File: src/rtl/alu_pkg.sv
// alu_pkg: shared definitions for the registered multi-cycle ALU.
//   - cop encodings (OP_*), 4 bits wide
//   - FSM state encoding (state_t: S_IDLE, S_BUSY, S_DONE)
package alu_pkg;

  localparam logic [3:0] OP_NOP = 4'b0000;
  localparam logic [3:0] OP_ADD = 4'b0001;
  localparam logic [3:0] OP_SUB = 4'b0010;
  localparam logic [3:0] OP_MOV = 4'b0011;
  localparam logic [3:0] OP_CMP = 4'b0100;
  localparam logic [3:0] OP_AND = 4'b0101;
  localparam logic [3:0] OP_OR  = 4'b0110;
  localparam logic [3:0] OP_XOR = 4'b0111;
  localparam logic [3:0] OP_SHL = 4'b1000;
  localparam logic [3:0] OP_SHR = 4'b1001;
  localparam logic [3:0] OP_MUL = 4'b1010;

  typedef enum logic [1:0] {
    S_IDLE = 2'd0,
    S_BUSY = 2'd1,
    S_DONE = 2'd2
  } state_t;

endpackage

File: src/rtl/alu_mul_seq.sv
// alu_mul_seq: unsigned shift-add multiplier, one partial product per clock.
// Ports:
//   clk, reset     clock / asynchronous active-high reset (control only)
//   start          load operands and perform the first iteration
//   a, b           multiplicand / multiplier, sampled on start
//   busy           iterations in progress
//   done           the final iteration is being performed this cycle;
//                  product carries the complete result while done is high
//   count          iterations already registered (1 after start)
//   product        2*WIDTH result of the iteration under way
module alu_mul_seq #(
  parameter int WIDTH = 16
) (
  input  logic                    clk,
  input  logic                    reset,
  input  logic                    start,
  input  logic [WIDTH-1:0]        a,
  input  logic [WIDTH-1:0]        b,
  output logic                    busy,
  output logic                    done,
  output logic [$clog2(WIDTH):0]  count,
  output logic [2*WIDTH-1:0]      product
);

  localparam int CNT_W = $clog2(WIDTH) + 1;
  localparam logic [CNT_W-1:0] LAST = CNT_W'(WIDTH - 1);

  // acc holds {partial sum, remaining multiplier bits}; every step adds the
  // multiplicand when the current multiplier LSB is set and shifts right.
  function automatic logic [2*WIDTH-1:0] mul_step(
    input logic [2*WIDTH-1:0] acc,
    input logic [WIDTH-1:0]   mcand
  );
    logic [WIDTH:0] sum;
    sum = {1'b0, acc[2*WIDTH-1:WIDTH]} + (acc[0] ? {1'b0, mcand} : '0);
    return {sum, acc[WIDTH-1:1]};
  endfunction

  logic [2*WIDTH-1:0] acc_p0;
  logic [WIDTH-1:0]   mcand_p0;

  // The first iteration happens on the start edge, so the last one lands on
  // the edge where count == WIDTH-1 and is handed out combinationally.
  assign product = mul_step(acc_p0, mcand_p0);
  assign done    = busy && (count == LAST);

  always_ff @(posedge clk or posedge reset) begin
    if (reset) begin
      busy  <= 1'b0;
      count <= '0;
    end else if (start) begin
      busy  <= 1'b1;
      count <= CNT_W'(1);
    end else if (busy) begin
      count <= count + 1'b1;
      if (done) busy <= 1'b0;
    end
  end

  // ---- stage p0: iteration registers ----
  always_ff @(posedge clk) begin
    if (start) begin
      acc_p0   <= mul_step({{WIDTH{1'b0}}, b}, a);
      mcand_p0 <= a;
    end else if (busy) begin
      acc_p0   <= product;
    end
  end

endmodule

File: src/rtl/alu_mc.sv
// alu_mc: registered ALU with valid/ready handshake, flag register and a
// sequential multiplier.
// Ports:
//   clk, reset            clock / asynchronous active-high reset
//   in_valid, in_ready    request handshake (in_ready only in IDLE)
//   cop, reg_A, reg_B     operation and operands, captured on acceptance
//   out_valid             one-cycle pulse: result / flags / illegal valid
//   out_wr                result is to be written back
//   result                registered result
//   OVF, Z, N             persistent flag register
//   illegal               accepted cop was not a defined operation
module alu_mc
  import alu_pkg::*;
#(
  parameter int WIDTH = 16
) (
  input  logic             clk,
  input  logic             reset,
  input  logic             in_valid,
  output logic             in_ready,
  input  logic [3:0]       cop,
  input  logic [WIDTH-1:0] reg_A,
  input  logic [WIDTH-1:0] reg_B,
  output logic             out_valid,
  output logic             out_wr,
  output logic [WIDTH-1:0] result,
  output logic             OVF,
  output logic             Z,
  output logic             N,
  output logic             illegal
);

  localparam int CNT_W = $clog2(WIDTH) + 1;
  localparam logic [CNT_W-1:0] WIDTH_C    = CNT_W'(WIDTH);
  localparam logic [CNT_W-1:0] TO_DONE_AT = CNT_W'(WIDTH - 2);

  // Left shift returning {ovf, value}; ovf flags any 1 bit pushed out.
  function automatic logic [WIDTH:0] shl_ovf(
    input logic [WIDTH-1:0] a,
    input logic [CNT_W-1:0] amt
  );
    logic [2*WIDTH-1:0] wide;
    if (amt >= WIDTH_C) return {|a, {WIDTH{1'b0}}};
    wide = {{WIDTH{1'b0}}, a} << amt;
    return {|wide[2*WIDTH-1:WIDTH], wide[WIDTH-1:0]};
  endfunction

  state_t state;

  logic                 accept;
  logic [CNT_W-1:0]     amt_p0;
  logic [WIDTH:0]       sum_p0, dif_p0, shl_p0;
  logic [WIDTH-1:0]     val_p0;
  logic                 ovf_p0, wr_p0, upd_p0, bad_p0;

  logic                 mul_start, mul_busy, mul_done;
  logic [CNT_W-1:0]     mul_count;
  logic [2*WIDTH-1:0]   mul_prod;

  assign in_ready  = (state == S_IDLE) && !reset;
  assign accept    = in_valid && in_ready;
  assign mul_start = accept && (cop == OP_MUL);

  // ---- stage p0: single-cycle datapath on the request operands ----
  assign amt_p0 = reg_B[CNT_W-1:0];
  assign sum_p0 = {1'b0, reg_A} + {1'b0, reg_B};
  // Bit WIDTH of the difference is the unsigned borrow.
  assign dif_p0 = {1'b0, reg_A} - {1'b0, reg_B};
  assign shl_p0 = shl_ovf(reg_A, amt_p0);

  always_comb begin
    val_p0 = '0;
    ovf_p0 = 1'b0;
    wr_p0  = 1'b0;
    upd_p0 = 1'b1;
    bad_p0 = 1'b0;
    case (cop)
      OP_NOP: upd_p0 = 1'b0;
      OP_ADD: begin val_p0 = sum_p0[WIDTH-1:0]; ovf_p0 = sum_p0[WIDTH]; wr_p0 = 1'b1; end
      OP_SUB: begin val_p0 = dif_p0[WIDTH-1:0]; ovf_p0 = dif_p0[WIDTH]; wr_p0 = 1'b1; end
      OP_MOV: begin val_p0 = reg_B;             wr_p0  = 1'b1; end
      OP_CMP: begin val_p0 = dif_p0[WIDTH-1:0]; ovf_p0 = dif_p0[WIDTH]; end
      OP_AND: begin val_p0 = reg_A & reg_B;     wr_p0  = 1'b1; end
      OP_OR:  begin val_p0 = reg_A | reg_B;     wr_p0  = 1'b1; end
      OP_XOR: begin val_p0 = reg_A ^ reg_B;     wr_p0  = 1'b1; end
      OP_SHL: begin val_p0 = shl_p0[WIDTH-1:0]; ovf_p0 = shl_p0[WIDTH]; wr_p0 = 1'b1; end
      OP_SHR: begin val_p0 = reg_A >> amt_p0;   wr_p0  = 1'b1; end
      // MUL results come from the sequencer, not from this path.
      OP_MUL: upd_p0 = 1'b0;
      default: begin upd_p0 = 1'b0; bad_p0 = 1'b1; end
    endcase
  end

  alu_mul_seq #(.WIDTH(WIDTH)) u_mul (
    .clk     (clk),
    .reset   (reset),
    .start   (mul_start),
    .a       (reg_A),
    .b       (reg_B),
    .busy    (mul_busy),
    .done    (mul_done),
    .count   (mul_count),
    .product (mul_prod)
  );

  // ---- stage p1: FSM, output and flag registers ----
  always_ff @(posedge clk or posedge reset) begin
    if (reset) begin
      state     <= S_IDLE;
      result    <= '0;
      out_valid <= 1'b0;
      out_wr    <= 1'b0;
      OVF       <= 1'b0;
      Z         <= 1'b0;
      N         <= 1'b0;
      illegal   <= 1'b0;
    end else begin
      out_valid <= 1'b0;
      out_wr    <= 1'b0;
      illegal   <= 1'b0;
      case (state)
        S_IDLE: begin
          if (accept) begin
            if (cop == OP_MUL) begin
              state <= S_BUSY;
            end else begin
              out_valid <= 1'b1;
              out_wr    <= wr_p0;
              illegal   <= bad_p0;
              if (wr_p0) result <= val_p0;
              if (upd_p0) begin
                OVF <= ovf_p0;
                Z   <= ~|val_p0;
                N   <= val_p0[WIDTH-1];
              end
            end
          end
        end
        S_BUSY: begin
          // DONE coincides with the multiplier's final iteration.
          if (!mul_busy)                    state <= S_IDLE;
          else if (mul_count == TO_DONE_AT) state <= S_DONE;
        end
        S_DONE: begin
          state <= S_IDLE;
          if (mul_done) begin
            out_valid <= 1'b1;
            out_wr    <= 1'b1;
            result    <= mul_prod[WIDTH-1:0];
            OVF       <= |mul_prod[2*WIDTH-1:WIDTH];
            Z         <= ~|mul_prod[WIDTH-1:0];
            N         <= mul_prod[WIDTH-1];
          end
        end
        default: state <= S_IDLE;
      endcase
    end
  end

endmodule

File: config.mk
export PLATFORM = sky130hd
export DESIGN_NAME = alu_mc
export DESIGN_NICKNAME = d
export VERILOG_FILES = /design/src/rtl/alu_pkg.sv /design/src/rtl/alu_mul_seq.sv /design/src/rtl/alu_mc.sv
export SDC_FILE = /design/constraint.sdc
export NUM_CORES = 1
export LEC_CHECK = 0
export ABC_AREA = 1
export BUFFER_PORTS_ARGS = -buffer_cell sky130_fd_sc_hd__buf_2
export CAP_MARGIN = 20
export CORE_MARGIN = 4
export CORE_UTILIZATION = 25
export CTS_BUF_LIST = sky130_fd_sc_hd__clkbuf_4
export DETAILED_ROUTE_END_ITERATION = 6
export MAX_ROUTING_LAYER = met4
export PLACE_DENSITY = 0.47
export SLEW_MARGIN = 20
export SYNTH_ARGS = -nofsm -noshare
export SYNTH_HDL_FRONTEND = slang
export SYNTH_HIERARCHICAL = 1
export SYNTH_SLANG_ARGS = --single-unit
File: constraint.sdc
create_clock -name clk -period 4.6 [get_ports clk]
set_input_delay 0.46 -clock clk [delete_from_list [all_inputs] [get_ports clk]]
set_output_delay 0.46 -clock clk [all_outputs]
set_load 0.005 [all_outputs]
Yosys cells after proc, flatten, opt, wreduce, memory -nomap -nowiden
Cells that the tools add are included.
{ "totals": {"out_inout_bits": 23, "word_cells": 118, "regBits": 78, "input_bits": 39} }
{ "op_classes": {"addsub": 4, "n_lt_le_gt_ge": 1, "n_mux": 52, "shift": 2, "n_bitwise": 3, "eq_ne": 21, "reduce_logical": 23} }
{ "op_table": {"columns": ["op", "n"], "rows": [
  ["$pmux 16 s8", 1],
  ["$mux 16", 6],
  ["$reduce_or 16->1", 5],
  ["$mux 32", 2],
  ["$mux 17", 2],
  ["$pmux 16 s2", 1],
  ["$shl 16x5->32", 1],
  ["$mux 1", 27],
  ["$add 16x16->17", 1],
  ["$add 16x17->17", 1],
  ["$sub 16x16->17", 1],
  ["$and 16x16->16", 1],
  ["$eq 4x3->1 const B", 4],
  ["$or 16x16->16", 1],
  ["$shr 16x5->16", 1],
  ["$xor 16x16->16", 1],
  ["$eq 4x4->1 const B", 3],
  ["$eq 5x4->1 const B", 2],
  ["$mux 5", 2],
  ["$ne 2x2->1 const B", 5],
  ["$pmux 1 s2", 5],
  ["$reduce_and 5->1", 2],
  ["$reduce_or 10->1", 1],
  ["$reduce_or 9->1", 1],
  ["19 further kinds", 29]
]} }

Depth between registers and ports, before layout
{ "depth": {"word_depth": 10, "depth_mapped": 21, "mapped_depth_nobuf": 19} }

Cells and area by module
The synthesis kept the hierarchy.
{ "by_module_without_submodules": {"columns": ["module", "cells_each", "area_each_um2", "instances", "seq_area_each_um2"], "rows": [
  ["alu_mc", 1034, 5754.3, 1, 600.6],
  ["alu_mul_seq", 412, 3365.7, 1, 1591.5]
]} }

Worst setup path before layout
OpenSTA, ideal clock, no wires.
{ "synth_path": {"path_kind": "register -> register", "startpoint": "register state[0]", "endpoint": "register u_mul.acc_p0[0] (enable)", "setup_ns": 0.387, "synth_period_minus_slack_ns": 3.131, "path_stages_with_launch": 9, "setup_slack_ns": 1.469, "arrival_ns": 2.744, "n_path_buf": 1, "required_ns": 4.213, "path_cell_list": "dfrtp_1 > nor2_1 > inv_1 > nor2_1 > nand2_1 > nor2_1 > buf_2 > nor2_1 > inv_1"} }
{ "synth_between": {"elab_chain_cells": 5} }
{ "synth_rtl": {"columns": ["element", "line_no", "text"], "rows": [
  ["start: declaration", "alu_mc.sv:48", "state_t state;"],
  ["start signal: assignment", "alu_mc.sv:109", "state <= S_IDLE;"],
  ["start signal: assignment", "alu_mc.sv:125", "state <= S_BUSY;"],
  ["start signal: assignment", "alu_mc.sv:141", "if (!mul_busy) state <= S_IDLE;"],
  ["$logic_not 2->1", "alu_mc.sv:60", "assign in_ready = (state == S_IDLE) && !reset;"],
  ["$logic_and 1x1->1", "alu_mc.sv:60", null],
  ["via in_ready", "alu_mc.sv:20", "output logic in_ready,"],
  ["$logic_and 1x1->1", "alu_mc.sv:61", "assign accept = in_valid && in_ready;"],
  ["$logic_and 1x1->1", "alu_mc.sv:62", "assign mul_start = accept && (cop == OP_MUL);"],
  ["via mul_start", "alu_mc.sv:56", "logic mul_start, mul_busy, mul_done;"],
  ["$reduce_bool 2->1 (no source line)", null, null],
  ["end signal: assignment", "alu_mul_seq.sv:63", "acc_p0 <= mul_step({{WIDTH{1'b0}}, b}, a);"],
  ["end signal: assignment", "alu_mul_seq.sv:66", "acc_p0 <= product;"],
  ["end: declaration", "alu_mul_seq.sv:39", "logic [2*WIDTH-1:0] acc_p0;"]
]} }
The timed path passes the listed nets, and every way through them passes these cells.
A chain may end at the register's enable or synchronous reset.

Worst setup path in the final report
{ "layout_path": {"startpoint": "register u_mul.acc_p0[0]", "endpoint": "register OVF"} }
{ "layout_between": {"elab_chain_cells": 5} }
{ "layout_rtl": {"columns": ["element", "line_no", "text"], "rows": [
  ["$mux 16", "alu_mul_seq.sv:35", "sum = {1'b0, acc[2*WIDTH-1:WIDTH]} + (acc[0] ? {1'b0, mcand} : '0);"],
  ["$add 16x17->17", "alu_mul_seq.sv:35", null],
  ["via mul_prod[27]", "alu_mc.sv:58", "logic [2*WIDTH-1:0] mul_prod;"],
  ["$reduce_or 16->1", "alu_mc.sv:150", "OVF <= |mul_prod[2*WIDTH-1:WIDTH];"],
  ["$mux 1", "alu_mc.sv:146", "if (mul_done) begin"],
  ["$pmux 1 s2", "alu_mc.sv:121", "case (state)"],
  ["end signal: assignment", "alu_mc.sv:132", "OVF <= ovf_p0;"],
  ["end signal: assignment", "alu_mc.sv:150", null],
  ["end: declaration", "alu_mc.sv:27", "output logic OVF,"]
]} }
The timed path passes the listed nets, and every way through them passes these cells. The select of a mux whose other input is x is not followed.

==> flow_summary.json <==
{
  "clock_latency_ns": 0.44,
  "wl_um": 35100,
  "cts_buffer_depth": 2,
  "vias_per_cell": 4.96,
  "grt_pass1_vias": 9080,
  "htreeDepth": 3,
  "fillerInstances": 4095,
  "p_total_w": 0.00372,
  "antenna_found_initial": 1,
  "r2r_setup_slack_ns": 1.61,
  "syn_nets": 1558,
  "startpoint": "u_mul/acc_p0[0]",
  "leakage_nw": 5.12,
  "root_buffer": "clkbuf_4",
  "die_y_um": 199,
  "syn-cell-area_um2": 9120,
  "final_hold_viol_count": 0,
  "grt_first_pass_wirelength_um": 53900,
  "hp-class": "input pin to register",
  "maxCapViolCount": 0,
  "cts.hold.buffers_added": 1,
  "core_area_um2": 35700,
  "row_count": 69,
  "cts-buffers-inserted": 9,
  "die_area_um2": 39600,
  "placed_cells": 1916,
  "seq_area_um2": 2190,
  "path_max_fanout": 16,
  "area_growth_syn_to_layout_pct": 7.64,
  "final_cell_count_no_fill": 1935,
  "drive_gt1_share_pct": 9.78,
  "setup_violations": 0,
  "violations": "design-rule violations",
  "synth_cells": 1446,
  "synth_enable_flop_cells": 48,
  "worst_slack_ns": 1.61,
  "finalCritPeriodShare_pct": 64.9,
  "fmax_mhz": 335,
  "drt_pass1_iterations": 7,
  "endpoint_kind": "register",
  "post_cts_buffers": 0,
  "ys_ff_latch": 78,
  "synth.distinct_cells": 55,
  "skew_ns": 0.0108,
  "clock_sinks": 78,
  "wl_per_cell_um": 18.2,
  "timing.setup.tns_ns": 0,
  "slew_violations": 0,
  "synth_ff_type": "edfxtp_1",
  "clkSlewWorstSetupHoldPaths_ns": 0.13,
  "start_kind": "register",
  "grt_use_total_pct": 18.1,
  "timing.rr.start": "u_mul/acc_p0[0]",
  "drt_iter0_drc": 983,
  "yosysWarnings": 6,
  "fin_nets": 1580,
  "utilization_pct": 27.5,
  "place_hpwl_um": 27700,
  "place.gp.congestion": 0.941,
  "worstPathRequired_ns": 4.94,
  "arrival_ns": 3.33,
  "status": "complete, but fails checks",
  "postSynthAreaPerCell_um2": 6.31,
  "pre_cts_ws_ns": 1.19,
  "vias": 9588,
  "rsz0062_at_grt": "no",
  "tightestPinTransition_ns": 0.962,
  "top_level_ports": 62,
  "tritoncts": "built",
  "drc": 2,
  "power_density_nw_per_um2": 379,
  "synth-async-reset-ratio_pct": 38.5,
  "grt_max_degree": 40,
  "hp-start": "reg_B[10]",
  "ant_nets": 0,
  "min_period_ns": 2.99,
  "worstSetupPathType": "register to register",
  "timing.slew.headroom_pct": 35.9,
  "multi_input_area_um2": 5830,
  "start_util_pct": 25.5,
  "die_w_um": 199,
  "io_buffers": 61,
  "cts.repair.resized": 0,
  "seq_area_frac_synth_pct": 24.0,
  "grt-ovfl-total": 0,
  "ir_worst_vdd_mv": 0.132
}
-- cell type report --
class | instances | share of cell area, %
Timing Repair Buffer | 75 | 4.28
Antenna cell | 1 | 0.0255
Sequential cell | 78 | 22.3
Tap cell | 461 | 5.88
Inverter | 183 | 7.02
Clock buffer | 9 | 0.688
Multi-Input combinational cell | 1121 | 59.4
Clock inverter | 7 | 0.395
-- final timing paths --
path,to,depth (start not counted)
max,OVF,17
min,u_mul/acc_p0[9],3
max reg2reg,OVF,17
min reg2reg,state[0],1
max in group asynchronous,result[14],4
min in group asynchronous,u_mul/busy,3
-- worst max-delay path, stage by stage (launching register included) --
cell      delay (ns)
edfxtp_1        0.72
nand2_1         0.10
inv_1           0.08
ha_1            0.16
inv_1           0.06
fa_1            0.44
inv_1           0.09
nand3_1         0.08
nand2_2         0.11
nand3_1         0.10
nand3_1         0.12
nand2_1         0.07
and2_1          0.14
nor4_1          0.19
and3_1          0.20
a31oi_1         0.08
nand2_1         0.08
nand2_1         0.05
-- stage by stage --
step	hold WS, ns	cell area (um^2)
final	0.369	9820
after global routing	0.330	9820
after CTS	0.322	9800
after detailed placement	0.414	9680
after global placement	0.413	9680
after floorplan	0.251	9120
-- kinds of logic after synthesis --
group | count (synthesis) | share of synthesized area, %
AND/OR/NAND/NOR | 905 | 44.0
buffers and inverters | 247 | 12.1
AO/OA/AOI/OAI | 135 | 8.60
flip-flops | 78 | 24.0
adder cells (fa/ha/maj) | 73 | 10.3
XOR/XNOR | 8 | 0.933
-- flip-flops by register name (all words and copies together), names as in the netlist --
register / count
Z: 1
result: 16
u_mul/mcand_p0: 16
out_valid: 1
N: 1
OVF: 1
u_mul/count: 5
u_mul/acc_p0: 32
out_wr: 1
state: 2
u_mul/busy: 1
illegal: 1
-- cells in the final DEF, fill, tap and decap left out, types with 4 or more instances in the layout --
master and instances:
o22ai_1 9, a21oi_2 5, nor4_1 10, inv_2 4, nor2_1 121, nand2_1 484, a211oi_1 4, a22o_1 4
o21bai_1 5, nand3_1 191, xor2_1 4, nand4_1 25, o21ai_0 23, a21oi_1 60, nand3_2 9, nand2_2 13
nand3b_1 4, buf_2 61, edfxtp_1 48, dfrtp_1 30, clkbuf_4 9, nor3_1 10, o21ai_1 11, nor3_2 4
and2_1 12, nand2_4 11, ha_1 70, inv_1 177, buf_4 12
-- power by group --
| part | internal [W] | leakage (nW) | total (W) | switching (W) |
|---|---|---|---|---|
| Sequential | 0.00110 | 0.828 | 0.00128 | 0.000182 |
| Combinational | 0.000727 | 4.22 | 0.00208 | 0.00135 |
| Clock | 0.000108 | 0.0681 | 0.000366 | 0.000258 |
| Total | 0.00194 | 5.12 | 0.00372 | 0.00179 |
-- per-layer routing --
metal / GRT usage, % / up-vias / wire length, um
li1: - / 4729 / -
met1: 25.7 / 4498 / 17100
met2: 27.0 / 311 / 15000
met3: 1.93 / 50 / 2080
met4: 5.70 / 0 / 924
met5: - / - / 0
-- synth_stat cells (13+ instances only) --
master / instances / area [um^2]
a21oi_1: 60 / 300
nor2_1: 122 / 458
buf_2: 21 / 105
inv_1: 177 / 664
dfrtp_1: 30 / 751
nand3_1: 191 / 956
nand2_2: 13 / 81.3
nand2_1: 484 / 1820
ha_1: 70 / 876
edfxtp_1: 48 / 1440
nand4_1: 25 / 156
o21ai_0: 23 / 115
buf_4: 25 / 188
(Power assumes the default switching activity.)
